## config.mk

```make
export PLATFORM = sky130hd
export DESIGN_NAME = icache_ctrl
export DESIGN_NICKNAME = d
export VERILOG_FILES = /design/src/rtl/icache_pkg.sv /design/src/rtl/icache_array.sv /design/src/rtl/icache_ctrl.sv
export SDC_FILE = /design/constraint.sdc
export NUM_CORES = 1
export LEC_CHECK = 0
export CORE_MARGIN = 2
export CORE_UTILIZATION = 65
export DETAILED_ROUTE_END_ITERATION = 6
export PLACE_DENSITY = 0.84
export SYNTH_ARGS = -nofsm -noshare
export SYNTH_HDL_FRONTEND = slang
export SYNTH_SLANG_ARGS = --single-unit
```

## constraint.sdc

```tcl
create_clock -name clk -period 7.9 [get_ports clk]
set_clock_uncertainty 0.15 [all_clocks]
set_input_delay 1.975 -clock clk [delete_from_list [all_inputs] [get_ports clk]]
set_output_delay 1.975 -clock clk [all_outputs]
set_load 0.005 [all_outputs]
```

## src/rtl/icache_pkg.sv

```systemverilog
// Shared definitions for the direct-mapped instruction cache: FSM encoding,
// address-split width helpers and the NOP filler instruction.
package icache_pkg;

    typedef enum logic {
        ST_IDLE   = 1'b0,
        ST_REFILL = 1'b1
    } state_e;

    localparam logic [31:0] NOP_INSTR = 32'h0000_0013;

    function automatic int off_w(input int words_per_line);
        return $clog2(words_per_line) + 2;
    endfunction

    function automatic int idx_w(input int num_lines);
        return $clog2(num_lines);
    endfunction

    function automatic int tag_w(input int addr_w, input int num_lines, input int words_per_line);
        return addr_w - idx_w(num_lines) - off_w(words_per_line);
    endfunction

endpackage

```

## src/rtl/icache_array.sv

```systemverilog
// Tag and data storage for the instruction cache: one combinational read port
// and one synchronous write port. Validity is tracked by the controller.
module icache_array
    import icache_pkg::*;
#(
    parameter int NUM_LINES      = 8,
    parameter int WORDS_PER_LINE = 4,
    parameter int TAG_W          = 25,
    parameter int IDX_W          = idx_w(NUM_LINES),
    parameter int WRD_W          = $clog2(WORDS_PER_LINE)
) (
    input  logic             clk,
    input  logic [IDX_W-1:0] i_rd_idx,
    input  logic [WRD_W-1:0] i_rd_word,
    output logic [31:0]      o_rd_data,
    output logic [TAG_W-1:0] o_rd_tag,
    input  logic             i_we,
    input  logic             i_tag_we,
    input  logic [IDX_W-1:0] i_wr_idx,
    input  logic [WRD_W-1:0] i_wr_word,
    input  logic [31:0]      i_wr_data,
    input  logic [TAG_W-1:0] i_wr_tag
);

    logic [31:0]      r_data [NUM_LINES][WORDS_PER_LINE];
    logic [TAG_W-1:0] r_tag  [NUM_LINES];

    // NOTE: storage carries no reset; stale contents are harmless because a line
    // can only hit once its valid bit is set after a complete refill.
    always_ff @(posedge clk) begin
        if (i_we) begin
            r_data[i_wr_idx][i_wr_word] <= i_wr_data;
            if (i_tag_we) begin
                r_tag[i_wr_idx] <= i_wr_tag;
            end
        end
    end

    assign o_rd_data = r_data[i_rd_idx][i_rd_word];
    assign o_rd_tag  = r_tag[i_rd_idx];

endmodule

```

## src/rtl/icache_ctrl.sv

```systemverilog
// Direct-mapped instruction cache controller with whole-line refill.
// Define ICACHE_STATS_EN to add hit_cnt/miss_cnt statistics outputs.
module icache_ctrl
    import icache_pkg::*;
#(
    parameter int ADDR_W         = 32,
    parameter int NUM_LINES      = 8,
    parameter int WORDS_PER_LINE = 4
) (
    input  logic              clk,
    input  logic              rst_n,
    input  logic              fetch_req,
    input  logic [ADDR_W-1:0] pc,
    input  logic              flush,
    output logic [31:0]       instr,
    output logic              instr_valid,
    output logic              stall,
    output logic              mem_req,
    output logic [ADDR_W-1:0] mem_addr,
    input  logic              mem_ack,
    input  logic [31:0]       mem_rdata
`ifdef ICACHE_STATS_EN
    ,
    output logic [31:0]       hit_cnt,
    output logic [31:0]       miss_cnt
`endif
);

    localparam int OFF_W = off_w(WORDS_PER_LINE);
    localparam int IDX_W = idx_w(NUM_LINES);
    localparam int TAG_W = tag_w(ADDR_W, NUM_LINES, WORDS_PER_LINE);
    localparam int WRD_W = OFF_W - 2;
    localparam logic [WRD_W-1:0] LAST_WORD = WRD_W'(WORDS_PER_LINE - 1);

    state_e               r_state;
    state_e               w_state_nxt;
    logic [NUM_LINES-1:0] r_valid;
    logic [TAG_W-1:0]     r_base_tag;
    logic [IDX_W-1:0]     r_base_idx;
    logic [WRD_W-1:0]     r_word_cnt;
    logic                 r_abort;

    logic [TAG_W-1:0]     w_tag;
    logic [IDX_W-1:0]     w_idx;
    logic [WRD_W-1:0]     w_word;
    logic [31:0]          w_rd_data;
    logic [TAG_W-1:0]     w_rd_tag;
    logic                 w_lookup;
    logic                 w_tag_match;
    logic                 w_hit;
    logic                 w_start;
    logic                 w_last_ack;
    logic                 w_fill_we;
    logic                 w_unused_pc_lsb;

    assign w_tag           = pc[ADDR_W-1 -: TAG_W];
    assign w_idx           = pc[OFF_W +: IDX_W];
    assign w_word          = pc[2 +: WRD_W];
    assign w_unused_pc_lsb = ^pc[1:0];

    assign w_lookup    = (r_state == ST_IDLE) && fetch_req && !flush;
    assign w_tag_match = r_valid[w_idx] && (w_rd_tag == w_tag);
    assign w_hit       = w_lookup && w_tag_match;
    assign w_start     = w_lookup && !w_tag_match;
    assign w_fill_we   = (r_state == ST_REFILL) && mem_ack;
    assign w_last_ack  = w_fill_we && (r_word_cnt == LAST_WORD);

    icache_array #(
        .NUM_LINES      (NUM_LINES),
        .WORDS_PER_LINE (WORDS_PER_LINE),
        .TAG_W          (TAG_W)
    ) u_array (
        .clk       (clk),
        .i_rd_idx  (w_idx),
        .i_rd_word (w_word),
        .o_rd_data (w_rd_data),
        .o_rd_tag  (w_rd_tag),
        .i_we      (w_fill_we),
        .i_tag_we  (w_last_ack),
        .i_wr_idx  (r_base_idx),
        .i_wr_word (r_word_cnt),
        .i_wr_data (mem_rdata),
        .i_wr_tag  (r_base_tag)
    );

    // NOTE: every signal gets a default before the case so no path leaves one
    // unassigned, which would otherwise infer a latch.
    always_comb begin
        w_state_nxt = r_state;
        instr       = NOP_INSTR;
        instr_valid = 1'b0;
        mem_req     = 1'b0;
        mem_addr    = '0;
        case (r_state)
            ST_IDLE: begin
                if (w_hit) begin
                    instr       = w_rd_data;
                    instr_valid = 1'b1;
                end
                if (w_start) begin
                    w_state_nxt = ST_REFILL;
                end
            end
            ST_REFILL: begin
                mem_req  = 1'b1;
                mem_addr = {r_base_tag, r_base_idx, r_word_cnt, 2'b00};
                if (w_last_ack) begin
                    w_state_nxt = ST_IDLE;
                end
            end
            default: w_state_nxt = ST_IDLE;
        endcase
        stall = (fetch_req && !instr_valid) || (r_state != ST_IDLE);
    end

    // NOTE: sequential state uses non-blocking assignments only, and reset is
    // sampled synchronously inside the clocked block.
    always_ff @(posedge clk) begin
        if (!rst_n) begin
            r_state    <= ST_IDLE;
            r_valid    <= '0;
            r_base_tag <= '0;
            r_base_idx <= '0;
            r_word_cnt <= '0;
            r_abort    <= 1'b0;
        end else begin
            r_state <= w_state_nxt;
            if (flush) begin
                r_valid <= '0;
            end
            if (w_start) begin
                r_base_tag     <= w_tag;
                r_base_idx     <= w_idx;
                r_word_cnt     <= '0;
                r_abort        <= 1'b0;
                r_valid[w_idx] <= 1'b0;
            end
            if (w_fill_we) begin
                r_word_cnt <= r_word_cnt + WRD_W'(1);
            end
            // A flush anywhere in the refill, including on the final ack, keeps the line invalid.
            if (w_last_ack) begin
                r_abort <= 1'b0;
                if (!r_abort && !flush) begin
                    r_valid[r_base_idx] <= 1'b1;
                end
            end else if ((r_state == ST_REFILL) && flush) begin
                r_abort <= 1'b1;
            end
        end
    end

`ifdef ICACHE_STATS_EN
    always_ff @(posedge clk) begin
        if (!rst_n) begin
            hit_cnt  <= '0;
            miss_cnt <= '0;
        end else begin
            if (w_hit) begin
                hit_cnt <= hit_cnt + 32'd1;
            end
            if (w_start) begin
                miss_cnt <= miss_cnt + 32'd1;
            end
        end
    end
`endif

endmodule

```

# Yosys cells after proc, flatten, opt, wreduce, memory -nomap -nowiden
# Memories as Yosys holds them, arrays and structs flattened.
# Index checks and enable logic that the tools add are counted.
dict set report word_totals {
  register_bits 40
  ram_bits 1224
  inputBits 69
  out_inout_bits 67
  wordCells 81
  mem_count 2
}
# memory words width rd rd_ports_with_merged_regs wr line
set memory_table {}
lappend memory_table {u_array.r_data 8 128 1 0 1 icache_array.sv:25} ;# logic [31:0] r_data [NUM_LINES][WORDS_PER_LINE];
lappend memory_table {u_array.r_tag 8 25 1 0 1 icache_array.sv:26} ;# logic [TAG_W-1:0] r_tag [NUM_LINES];
dict set report classes {
  n_addsub 1
  magnitude_cmp 7
  eq_ne 2
  muxes 35
  n_bitwise 7
  reduce_logical 21
}
# op n
set op_table {}
lappend op_table {{$mux 32} 6}
lappend op_table {{$mux 128} 1}
lappend op_table {{$bmux 32 s2} 1}
lappend op_table {{$demux 32 s2} 1}
lappend op_table {{$mux 8} 6}
lappend op_table {{$eq 25x25->1} 1}
lappend op_table {{$mux 1} 14}
lappend op_table {{$logic_and 1x1->1} 13}
lappend op_table {{$and 8x8->8} 1}
lappend op_table {{$lt 3x4->1 const B} 2}
lappend op_table {{$not 8->8} 1}
lappend op_table {{$or 8x8->8} 1}
lappend op_table {{$demux 1 s3} 2}
lappend op_table {{$ge 3x1->1 const B} 2}
lappend op_table {{$ge 3x3->1 const B} 2}
lappend op_table {{$not 2->3} 2}
lappend op_table {{$logic_not 1->1} 4}
lappend op_table {{$mux 2} 2}
lappend op_table {{$reduce_bool 2->1} 2}
lappend op_table {{$bmux 1 s3} 1}
lappend op_table {{$lt 3x1->1 const B} 1}
lappend op_table {{$add 2x1->2 const B} 1}
lappend op_table {{$eq 2x2->1 const B} 1}
lappend op_table {{$not 1->1} 2}
lappend op_table {{3 further kinds} 3}

# Logic depth before layout (Yosys ltp)
dict set report depth {
  ltp_word 11
  ltp_mapped 12
  mapped_depth_nobuf 8
}

# Cells and area by module
# From an unflattened synthesis, not the netlist that was laid out.
dict set report unflattened {
  cells_unflattened 2824
  area_unflattened_um2 50003.0
}
# mod instances cells_each area_each_um2 seq_area_each_um2
set by_module_without_submodules {}
lappend by_module_without_submodules {icache_array 1 2527 47515.6 36755.3}
lappend by_module_without_submodules {icache_ctrl 1 297 2487.4 800.8}

# Worst setup path after synthesis
# OpenSTA, ideal clock, no wires.
dict set report synth_path {
  kind {input-to-output}
  start {input port pc[5]}
  end {output port instr[10]}
  arrival_ps 4445
  required_time_ps 5775
  slack_ps 1330
  cell_stages 10
  n_path_buf 6
  path_cell_list {buf_2 buf_2 buf_4 buf_4 buf_2 buf_2 mux4_2 mux4_2 mux2i_1 nor2_1}
}
dict set report synth_via {
  elab_chain_len 6
  elab_cells_between_ends 12
  classes_between {eq/ne: 1; mux: 7; reduce/logical: 2; memory: 2}
}
# element line
set synth_rtl {}
lappend synth_rtl {{start, declared} icache_ctrl.sv:13} ;# input logic [ADDR_W-1:0] pc,
lappend synth_rtl {{$mem_v2 8x25, or another cell as far along} n/a}
lappend synth_rtl {{$eq 25x25->1, or another cell as far along} icache_ctrl.sv:62} ;# assign w_tag_match = r_valid[w_idx] && (w_rd_tag == w_tag);
lappend synth_rtl {{$logic_and 1x1->1 or $mux 32 (tied branches)} {icache_ctrl.sv:62, icache_array.sv:39}}
lappend synth_rtl {{$logic_and 1x1->1 or $mux 32 (tied branches)} {icache_ctrl.sv:63, icache_array.sv:39}}
lappend synth_rtl {{$mux 32 (*)} icache_ctrl.sv:96} ;# if (w_hit) begin
lappend synth_rtl {{$mux 32 (*)} icache_ctrl.sv:94} ;# case (r_state)
lappend synth_rtl {{end, declared} icache_ctrl.sv:15} ;# output logic [31:0] instr,
# Mark *: on every way between the ends. The rest lies on a longest branch, timed or not. The select of a mux whose other input is x is not followed.

# Final worst setup path
dict set report layout_path {
  start {input port pc[4]}
  end {output port instr[9]}
}
# Same word-level chain as after synthesis.

==> metrics <==
worst reg2reg path depth=4; clock period minus worst slack=7620 ps; number of vias after detailed routing=25.3k; WS Path Type=input port to output port; number of buffers inserted by port buffering=roughly 130; highest attainable clock frequency=0.131 GHz; maximum number of pins on one net before global-route repair=about 130; Critical R2R Capture=u_array.r_data[0][35]$_DFFE_PP_; gate count after technology mapping=2,187; Synth async-reset ratio=0; number of DRC violations after detailed-routing iteration 0=about 4.2k; synthesized area per cell=22.4 sq um; total area of sequential cells=37,600 sq um; maximum fanout encountered on the critical timing path=34; number of placed I/O pins=136; PwrDens=249 nW/um^2; number of register bits inferred by synthesis=1,264; via density per instance=7.33; routability congestion estimate from global placement=~0.78; Post-synth EDFFs=1,224; number of CTS-inserted buffers=116; type of destination of the critical path=output port; share of final-layout standard cells stronger than drive strength 1=0.259; cts repair resizes=0; Tightest Hold Check Type=flip-flop to flip-flop; global-route usage over all layers=0.348; global-route congestion overflow total=0; cell leakage power=17.7 nW; TritonCTS clock tree=yes; Hold Crit Endpoint=r_abort$_SDFFE_PP0P_; Least-Margin Pin Slew=1310 ps; final routed DRC violation total=0; Horiz. Die Dim=278 um; number of pins with negative max-slew slack in the final report=0; startpoint of the tightest hold check path=r_abort$_SDFFE_PP0P_; buffer levels on the longest clock path=3; post-synthesis sequential area ratio=0.768; detailed placer's ending HPWL=62,400 um; start of the worst register-to-register path=r_state$_SDFF_PN0_; count of placed standard cells in the final layout, fillers left out=3,457; maximum ir drop on the vdd rail=approximately 0.24 mV; RSZ-0062 raised after global routing=false; number of distinct library cells after synthesis=46; register-to-register setup slack=4050 ps; Starting Density=0.657; run status=finished, final reports clean; final setup fails=0; initial antenna violation count=5; TritonCTS Sinks=1,264; max-capacitance violation count=0; Multi-input gate area=~11,000 sq um; post-route ant nets=0; Setup TNS Final=0 ps; DR WL/cell=38.2 um; Area growth syn-to-layout=13.8%; clock root buffer=sky130_fd_sc_hd__clkbuf_16; arrival time of data at the critical path endpoint=5500 ps; CTS hold repair buffers=0; Post-CTS Setup Inserts=0; clock-pin slew of the registers on the worst-case setup and hold paths=70 ps; synthesized area=48,900 sq um; ratio of final minimum period to clock period=0.965; placed insts=about 3.2k; nets=around 2.5k; number of levels the H-tree was split into=3; number of hold-slack violations in the final timing report=0; Chip Height=278 um; post-route core utilization=0.748; Slew headroom=0.127; cell depth of the worst hold path=2; standard-cell row count=100; router iterations before antenna repair=6; full die area=77,400 sq um; most instantiated flip-flop cell in the synthesis netlist=sky130_fd_sc_hd__edfxtp_1; number of global-route vias before repair=about 26k; global-route wire length before repair=187,000 um; Critical Path RT=5780 ps; element type at the critical path start=input port; sum of internal, switching and leakage power=around 14 mW; later-pin clock latency in the skew report=approximately 700 ps; core box area=74,400 sq um; Layout fillers=3,609; number of warnings reported in the yosys synthesis log=0; wire length after detailed routing=between 100,000 and 150,000 um
## per-stage QoR
step | worst slack, ps | hold WS [ps] | area [sq um]
floorplan | 1330 | 290 | 48900
global placement | 434 | 300 | 51700
detailed placement | 447 | 303 | 51700
CTS | 288 | 391 | 55600
global route | 121 | 412 | 55700
finish | 279 | 410 | 55700
## cells in the final DEF, fill, tap and decap left out, types with 8 or more instances in the layout
master	netlist	routed
sky130_fd_sc_hd__mux4_2	344	344
sky130_fd_sc_hd__nand3_1	11	11
sky130_fd_sc_hd__a22oi_1	24	24
sky130_fd_sc_hd__clkinv_2	0	24
sky130_fd_sc_hd__bufinv_16	0	15
sky130_fd_sc_hd__clkinvlp_4	0	12
sky130_fd_sc_hd__clkinv_1	0	21
sky130_fd_sc_hd__clkbuf_1	59	17
sky130_fd_sc_hd__mux2i_1	121	121
sky130_fd_sc_hd__clkdlybuf4s50_1	0	125
sky130_fd_sc_hd__dfxtp_1	40	40
sky130_fd_sc_hd__inv_1	11	11
sky130_fd_sc_hd__o21ai_0	8	8
sky130_fd_sc_hd__nor2_1	79	39
sky130_fd_sc_hd__nand2_1	84	84
sky130_fd_sc_hd__edfxtp_1	1224	1224
sky130_fd_sc_hd__nor2_2	1	8
sky130_fd_sc_hd__buf_4	4	60
sky130_fd_sc_hd__and2_1	32	32
sky130_fd_sc_hd__nor2_4	0	33
sky130_fd_sc_hd__clkbuf_16	0	120
sky130_fd_sc_hd__xnor2_1	11	11
## area by class of cell
cell class | count | share of cell area
multi-input cells | 793 | 0.198
clock inverters | 80 | 0.0150
diodes | 3 | 0.000135
inverters | 11 | 0.000742
repair buffers | 197 | 0.0340
well taps | 969 | 0.0218
flip-flops and latches | 1264 | 0.675
clock buffers | 140 | 0.0558
## sequential cells by signal, indices dropped and copies added (netlist names)
| signal | cells |
|---|---|
| r_base_tag | 25 |
| r_base_idx | 3 |
| u_array.r_data | 1024 |
| r_valid | 8 |
| r_word_cnt | 2 |
| r_state | 1 |
| r_abort | 1 |
| u_array.r_tag | 200 |
## cells in the mapped netlist (all sizes together), types with 9 or more instances
library cell | instances | share of area
edfxtp | 1224 | 0.75
mux4 | 344 | 0.16
mux2i | 121 | 0.025
nand2 | 84 | 0.0065
nor2 | 80 | 0.0062
buf | 61 | 0.0068
clkbuf | 59 | 0.0045
dfxtp | 40 | 0.016
and2 | 32 | 0.0041
a22oi | 24 | 0.0037
nand3 | 12 | 0.0013
inv | 11 | 0.00084
xnor2 | 11 | 0.0020
o21ai | 9 | 0.00092
## layer usage
layer / track usage / vias up / routed length, um
met5: 0 / - / 27
met4: 0.156 / 4 / 6840
met3: 0.0705 / 437 / 14400
met2: 0.581 / 2282 / 67100
met1: 0.451 / 13100 / 43700
li1: - / 9534 / -
## worst max path at each step
| stage | from | end | slack (ps) | cells after the start |
|---|---|---|---|---|
| 2_1_floorplan | pc[5] | instr[10] | 1330 | 10 |
| 3_3_place_gp | pc[4] | instr[0] | 430 | 11 |
| 3_5_place_dp | pc[4] | instr[1] | 450 | 11 |
| 4_1_cts | pc[4] | instr[9] | 290 | 11 |
| 5_1_grt | pc[4] | instr[9] | 120 | 11 |
| 6_report | pc[4] | instr[9] | 280 | 11 |
## worst max-delay path: stages
cell,delay (ps)
sky130_fd_sc_hd__buf_6,330
sky130_fd_sc_hd__and2_1,550
sky130_fd_sc_hd__a22oi_1,180
sky130_fd_sc_hd__and3b_1,210
sky130_fd_sc_hd__nor4b_1,380
sky130_fd_sc_hd__nand3_1,220
sky130_fd_sc_hd__nor4_4,440
sky130_fd_sc_hd__nand3_2,140
sky130_fd_sc_hd__buf_12,240
sky130_fd_sc_hd__nor2_1,200
sky130_fd_sc_hd__clkdlybuf4s50_1,580
## power breakdown
group	switching, mW	internal (mW)	leakage [nW]	total (mW)
logic	0.349	0.271	4.35	0.620
registers	0.0239	7.36	11.5	7.39
clock network	2.53	3.30	1.90	5.83
## cell families (layout without fill, tap and decap cells)
group	after synthesis	in the layout	share of synthesized area
multiplexers	467	467	0.184
AND/OR/NAND/NOR	241	241	0.0229
other	1	5	0.0000767
AO/OA/AOI/OAI	64	64	0.00914
XOR/XNOR	15	15	0.00269
buffers and inverters	131	428	0.0122
flip-flops	1264	1264	0.768
adder cells (fa/ha/maj)	4	4	0.00102
Power figures use the tool's default switching activity.
